File: config.mk
export PLATFORM = sky130hd
export DESIGN_NAME = tx_rr_lock_arbiter
export DESIGN_NICKNAME = d
export VERILOG_FILES = /design/src/rtl/tx_rr_lock_arbiter.sv
export SDC_FILE = /design/constraint.sdc
export NUM_CORES = 1
export LEC_CHECK = 0
export ABC_AREA = 1
export BUFFER_PORTS_ARGS = -buffer_cell sky130_fd_sc_hd__buf_2
export CORE_ASPECT_RATIO = 0.75
export CORE_MARGIN = 5
export CORE_UTILIZATION = 53
export DETAILED_ROUTE_END_ITERATION = 8
export GPL_TIMING_DRIVEN = 0
export PLACE_DENSITY = 0.79
export SLEW_MARGIN = 10
export SYNTH_ARGS = -nofsm -noshare
export SYNTH_HDL_FRONTEND = slang
export SYNTH_SLANG_ARGS = --single-unit
File: constraint.sdc
create_clock -name clk -period 7.8 [get_ports clk]
set_clock_uncertainty 0.15 [all_clocks]
set_input_delay 0.39 -clock clk [delete_from_list [all_inputs] [get_ports clk]]
set_output_delay 0.39 -clock clk [all_outputs]
set_load 0.02 [all_outputs]
File: src/rtl/tx_rr_lock_arbiter.sv
// Round-robin TX queue arbiter with packet lock, almost-full back-pressure and optional per-grant gap.
// Define TX_RR_LOCK_ARBITER_STATS_EN to add per-requester grant counters (stat_sel/stat_clr/stat_count).
module tx_rr_lock_arbiter #(
  parameter int N_REQ     = 16,
  parameter int GRANT_GAP = 0,
  localparam int IDX_W    = $clog2(N_REQ)
) (
  input  logic             clk,
  input  logic             reset,
  input  logic [N_REQ-1:0] req,
  input  logic [N_REQ-1:0] lock,
  input  logic             out_almFull,
  output logic [N_REQ-1:0] grant,
  output logic             grant_valid,
  output logic [IDX_W-1:0] grant_idx,
`ifdef TX_RR_LOCK_ARBITER_STATS_EN
  input  logic [IDX_W-1:0] stat_sel,
  input  logic             stat_clr,
  output logic [31:0]      stat_count,
`endif
  output logic             locked
);

  typedef enum logic {ST_ARB, ST_LOCKED} state_t;

  state_t           state, state_nxt;
  logic [IDX_W-1:0] ptr, ptr_nxt;
  logic [IDX_W-1:0] owner, owner_nxt;
  logic [N_REQ-1:0] elig;
  logic             win_found;
  logic [IDX_W-1:0] win_idx;
  logic [IDX_W:0]   cand;
  logic             do_grant;
  logic [IDX_W-1:0] sel_idx;

  // Gap counters mask a requester for GRANT_GAP cycles after each of its grants.
  if (GRANT_GAP > 0) begin : g_gap
    localparam int GAP_W = $clog2(GRANT_GAP + 1);
    logic [GAP_W-1:0] gap_cnt [N_REQ];

    always_ff @(posedge clk or posedge reset) begin
      if (reset) begin
        for (int i = 0; i < N_REQ; i++) gap_cnt[i] <= '0;
      end else begin
        for (int i = 0; i < N_REQ; i++) begin
          if (do_grant && sel_idx == IDX_W'(i))
            gap_cnt[i] <= GAP_W'(GRANT_GAP);
          else if (gap_cnt[i] != '0)
            gap_cnt[i] <= gap_cnt[i] - 1'b1;
        end
      end
    end

    always_comb begin
      elig = '0;
      for (int i = 0; i < N_REQ; i++) elig[i] = req[i] & (gap_cnt[i] == '0);
    end
  end else begin : g_no_gap
    assign elig = req;
  end

  // Circular search for the first eligible requester starting at ptr.
  always_comb begin
    win_found = 1'b0;
    win_idx   = '0;
    cand      = '0;
    for (int k = 0; k < N_REQ; k++) begin
      cand = {1'b0, ptr} + (IDX_W+1)'(k);
      if (cand >= (IDX_W+1)'(N_REQ)) cand = cand - (IDX_W+1)'(N_REQ);
      if (!win_found && elig[cand[IDX_W-1:0]]) begin
        win_found = 1'b1;
        win_idx   = cand[IDX_W-1:0];
      end
    end
  end

  always_ff @(posedge clk or posedge reset) begin
    if (reset) begin
      state <= ST_ARB;
      ptr   <= '0;
      owner <= '0;
    end else begin
      state <= state_nxt;
      ptr   <= ptr_nxt;
      owner <= owner_nxt;
    end
  end

  always_comb begin
    state_nxt = state;
    ptr_nxt   = ptr;
    owner_nxt = owner;
    do_grant  = 1'b0;
    sel_idx   = win_idx;
    case (state)
      ST_ARB: begin
        if (!out_almFull && win_found) begin
          do_grant = 1'b1;
          sel_idx  = win_idx;
          ptr_nxt  = (win_idx == IDX_W'(N_REQ - 1)) ? '0 : win_idx + 1'b1;
          if (lock[win_idx]) begin
            owner_nxt = win_idx;
            state_nxt = ST_LOCKED;
          end
        end
      end
      ST_LOCKED: begin
        // The pointer already sits past the owner; only the owner may advance.
        sel_idx = owner;
        if (!out_almFull && elig[owner]) begin
          do_grant = 1'b1;
          if (!lock[owner]) state_nxt = ST_ARB;
        end
      end
      default: state_nxt = ST_ARB;
    endcase
  end

  // Registered grant outputs, one cycle after sampling.
  always_ff @(posedge clk or posedge reset) begin
    if (reset) begin
      grant       <= '0;
      grant_valid <= 1'b0;
      grant_idx   <= '0;
    end else begin
      grant       <= do_grant ? (N_REQ'(1) << sel_idx) : '0;
      grant_valid <= do_grant;
      if (do_grant) grant_idx <= sel_idx;
    end
  end

  assign locked = (state == ST_LOCKED);

`ifdef TX_RR_LOCK_ARBITER_STATS_EN
  logic [31:0] stat_cnt [N_REQ];

  always_ff @(posedge clk or posedge reset) begin
    if (reset) begin
      for (int i = 0; i < N_REQ; i++) stat_cnt[i] <= '0;
      stat_count <= '0;
    end else begin
      for (int i = 0; i < N_REQ; i++) begin
        if (stat_clr)
          stat_cnt[i] <= '0;
        else if (do_grant && sel_idx == IDX_W'(i) && stat_cnt[i] != 32'hFFFF_FFFF)
          stat_cnt[i] <= stat_cnt[i] + 32'd1;
      end
      stat_count <= stat_cnt[stat_sel];
    end
  end
`endif

endmodule
==> reports/results.tsv <==
metric	value	unit
status	complete, no violations	
fin_crit	4.76	ns
max_cap_violations	0	
nets	699	
grt.total_usage	28.5	%
die_w	104	microns
vias	4381	
cts_max_path_buffers	2	
postRouteAntennaNets	0	
slew_viol_final	0	
tightest_slew	1.04	ns
die_y	80.7	microns
postCtsSetupRepairBufs	0	
critPathKind	reg2reg	
startpoint_type	register	
cts_resized	0	
antenna_found_initial	0	
finalCritPeriodShare	61.0	%
cts_made_buffers	5	
fillers	620	
syn_inst	593	
diodes	0	
ys_ff_latch	30	
rsz0062_at_grt	false	
cts_hold_buf	0	
synth.cell_area	3530	sq um
cts_tree	built	
area_growth	13.9	%
relSlewSlack	30.2	%
dp_slack	3.22	ns
whs	0.0799	ns
critical_path_required	7.80	ns
grt_max_degree	31	
syn_avg_cell_area	5.95	sq um
async_flop_share	100	%
initial_utilization	55.3	%
tns	0	ns
synth_edf_count	0	
synth_seq_area_share	21.3	%
finalHoldViolCount	0	
io_buffers	56	
cts_sinks	30	
row_count	25	
dieArea	8410	sq um
cts.htree.levels	2	
cts.clk_slew.worst_paths	0.07	ns
drive_gt1_share	17.2	%
grt_overflow	0	
cts_root_buf	clkbuf_8	
min_path_type	in2async	
drc_errors	0	
synthFlopType	dfrtp_1	
setup_viol	0	
yosysWarnings	0	
drt-wirelength-per-cell	16.4	microns
ys_types	37	
worstPathMaxFanout	13	
place.gp.congestion	0.984	
via_per_inst	5.94	
dp_hpwl	9.55	mm
clock_latency	0.28	ns
drtPass1Iterations	5	
cp.arrival	4.76	ns
fmax	210	MHz
grt_pass1_vias	3814	
coreArea	6380	sq um
drt-initial-drc-count	622	
wl	12.1	mm
ios	57	
worstSetupEndpointType	register	
setup_slack	3.04	ns
syn_nets	636	
grt_pass1_wl	19.5	mm
-- worst max-delay path: stages (launching register included) --
cell	delay, ns
dfrtp_1	0.48
inv_1	0.17
buf_2	0.35
ha_1	0.36
inv_1	0.09
buf_2	0.25
nand3_1	0.15
nand3_1	0.12
nand2_1	0.10
nand2_2	0.10
nand2_4	0.09
nor2_8	0.14
nand4_4	0.11
nor2_4	0.17
nand4_2	0.13
nor2_4	0.15
nand4_2	0.14
nor2_4	0.16
nand3_1	0.08
nand2_1	0.10
inv_2	0.06
a21boi_4	0.28
ha_1	0.23
nand2_1	0.07
o21ai_0	0.26
o22ai_1	0.13
-- cells in the mapped netlist (5+ instances only) --
cell,instances,area share (%)
o21ai_1,5,0.71
nor2_1,56,6.0
nand2_1,178,19
clkbuf_1,6,0.64
o21ai_0,29,4.1
ha_1,8,2.8
dfrtp_1,30,21
nand2_2,10,1.8
a21oi_1,12,1.7
buf_2,5,0.71
inv_2,6,0.64
xor2_1,6,1.5
nand3_1,118,17
nand4_1,12,2.1
inv_1,63,6.7
-- layout make-up --
type / count / area, sq um / share of cell area [%]
Buffer: 16 / 88.8 / 2.21
Clock buffer: 5 / 68.8 / 1.71
Clock inverter: 3 / 40.0 / 0.996
Inverter: 71 / 268 / 6.66
Multi-Input combinational cell: 476 / 2420 / 60.2
Sequential cell: 30 / 751 / 18.7
Tap cell: 81 / 101 / 2.52
Timing Repair Buffer: 56 / 280 / 6.97
-- logic make-up after synthesis --
group           after synthesis  synth area share (%)
compound gates               66                  11.5
xor+xnor                      9                  2.23
flops                        30                  21.3
simple gates                393                  52.0
fa+ha+maj                     8                  2.84
buf+inv                      87                  10.1
-- metrics by stage --
stage                     area, sq um  std cells  utilization [%]
after floorplan                  3530        593                -
after global placement           3910        730             61.3
after detailed placement         3910        730             61.3
after CTS                        4020        738             63.0
after global routing             4020        738             63.0
final                            4020        738             63.0
-- placed cells by master, fill, tap and decap left out, drive strengths merged, types with 4 or more instances in the layout --
cell | synthesis | final
clkbuf | 6 | 11
xor2 | 6 | 6
inv | 69 | 68
nor2 | 61 | 61
o21a | 4 | 4
nand2 | 192 | 192
o21ai | 36 | 36
a21oi | 12 | 12
nand3 | 123 | 123
dfrtp | 30 | 30
o211ai | 5 | 5
o22ai | 4 | 4
nand4 | 16 | 16
clkinv | 2 | 5
ha | 8 | 8
buf | 10 | 66
-- routing by layer --
layer	wire, microns	global-route usage [%]
met2	4760	39.4
met5	0	0
met4	85	2.85
met3	1890	6.99
met1	5340	45.2
-- final timing paths --
path | to | startpoint | slack, ns | cells past startpoint
worst min register to register | grant_idx[3]$_DFFE_PP0P_ | grant_idx[3]$_DFFE_PP0P_ | 0.35 | 1
worst max-delay path | ptr[3]$_DFFE_PP0P_ | ptr[1]$_DFFE_PP0P_ | 3.04 | 25
min in group clk | grant_idx[3]$_DFFE_PP0P_ | grant_idx[3]$_DFFE_PP0P_ | 0.35 | 1
max in group asynchronous | owner[3]$_DFFE_PP0P_ | reset | 6.94 | 2
worst min-delay path | grant_valid$_DFF_PP0_ | reset | 0.08 | 2
worst max register to register | ptr[3]$_DFFE_PP0P_ | ptr[1]$_DFFE_PP0P_ | 3.04 | 25
-- sequential cells by signal, indices dropped and copies added (netlist names) --
| name | flops |
|---|---|
| grant | 16 |
| grant_idx | 4 |
| owner | 4 |
| ptr | 4 |
| grant_valid | 1 |
| locked | 1 |
Power is left out: the tool's default activity adds up to more than one toggle a clock period on the data nets, which glitch-free logic cannot reach.
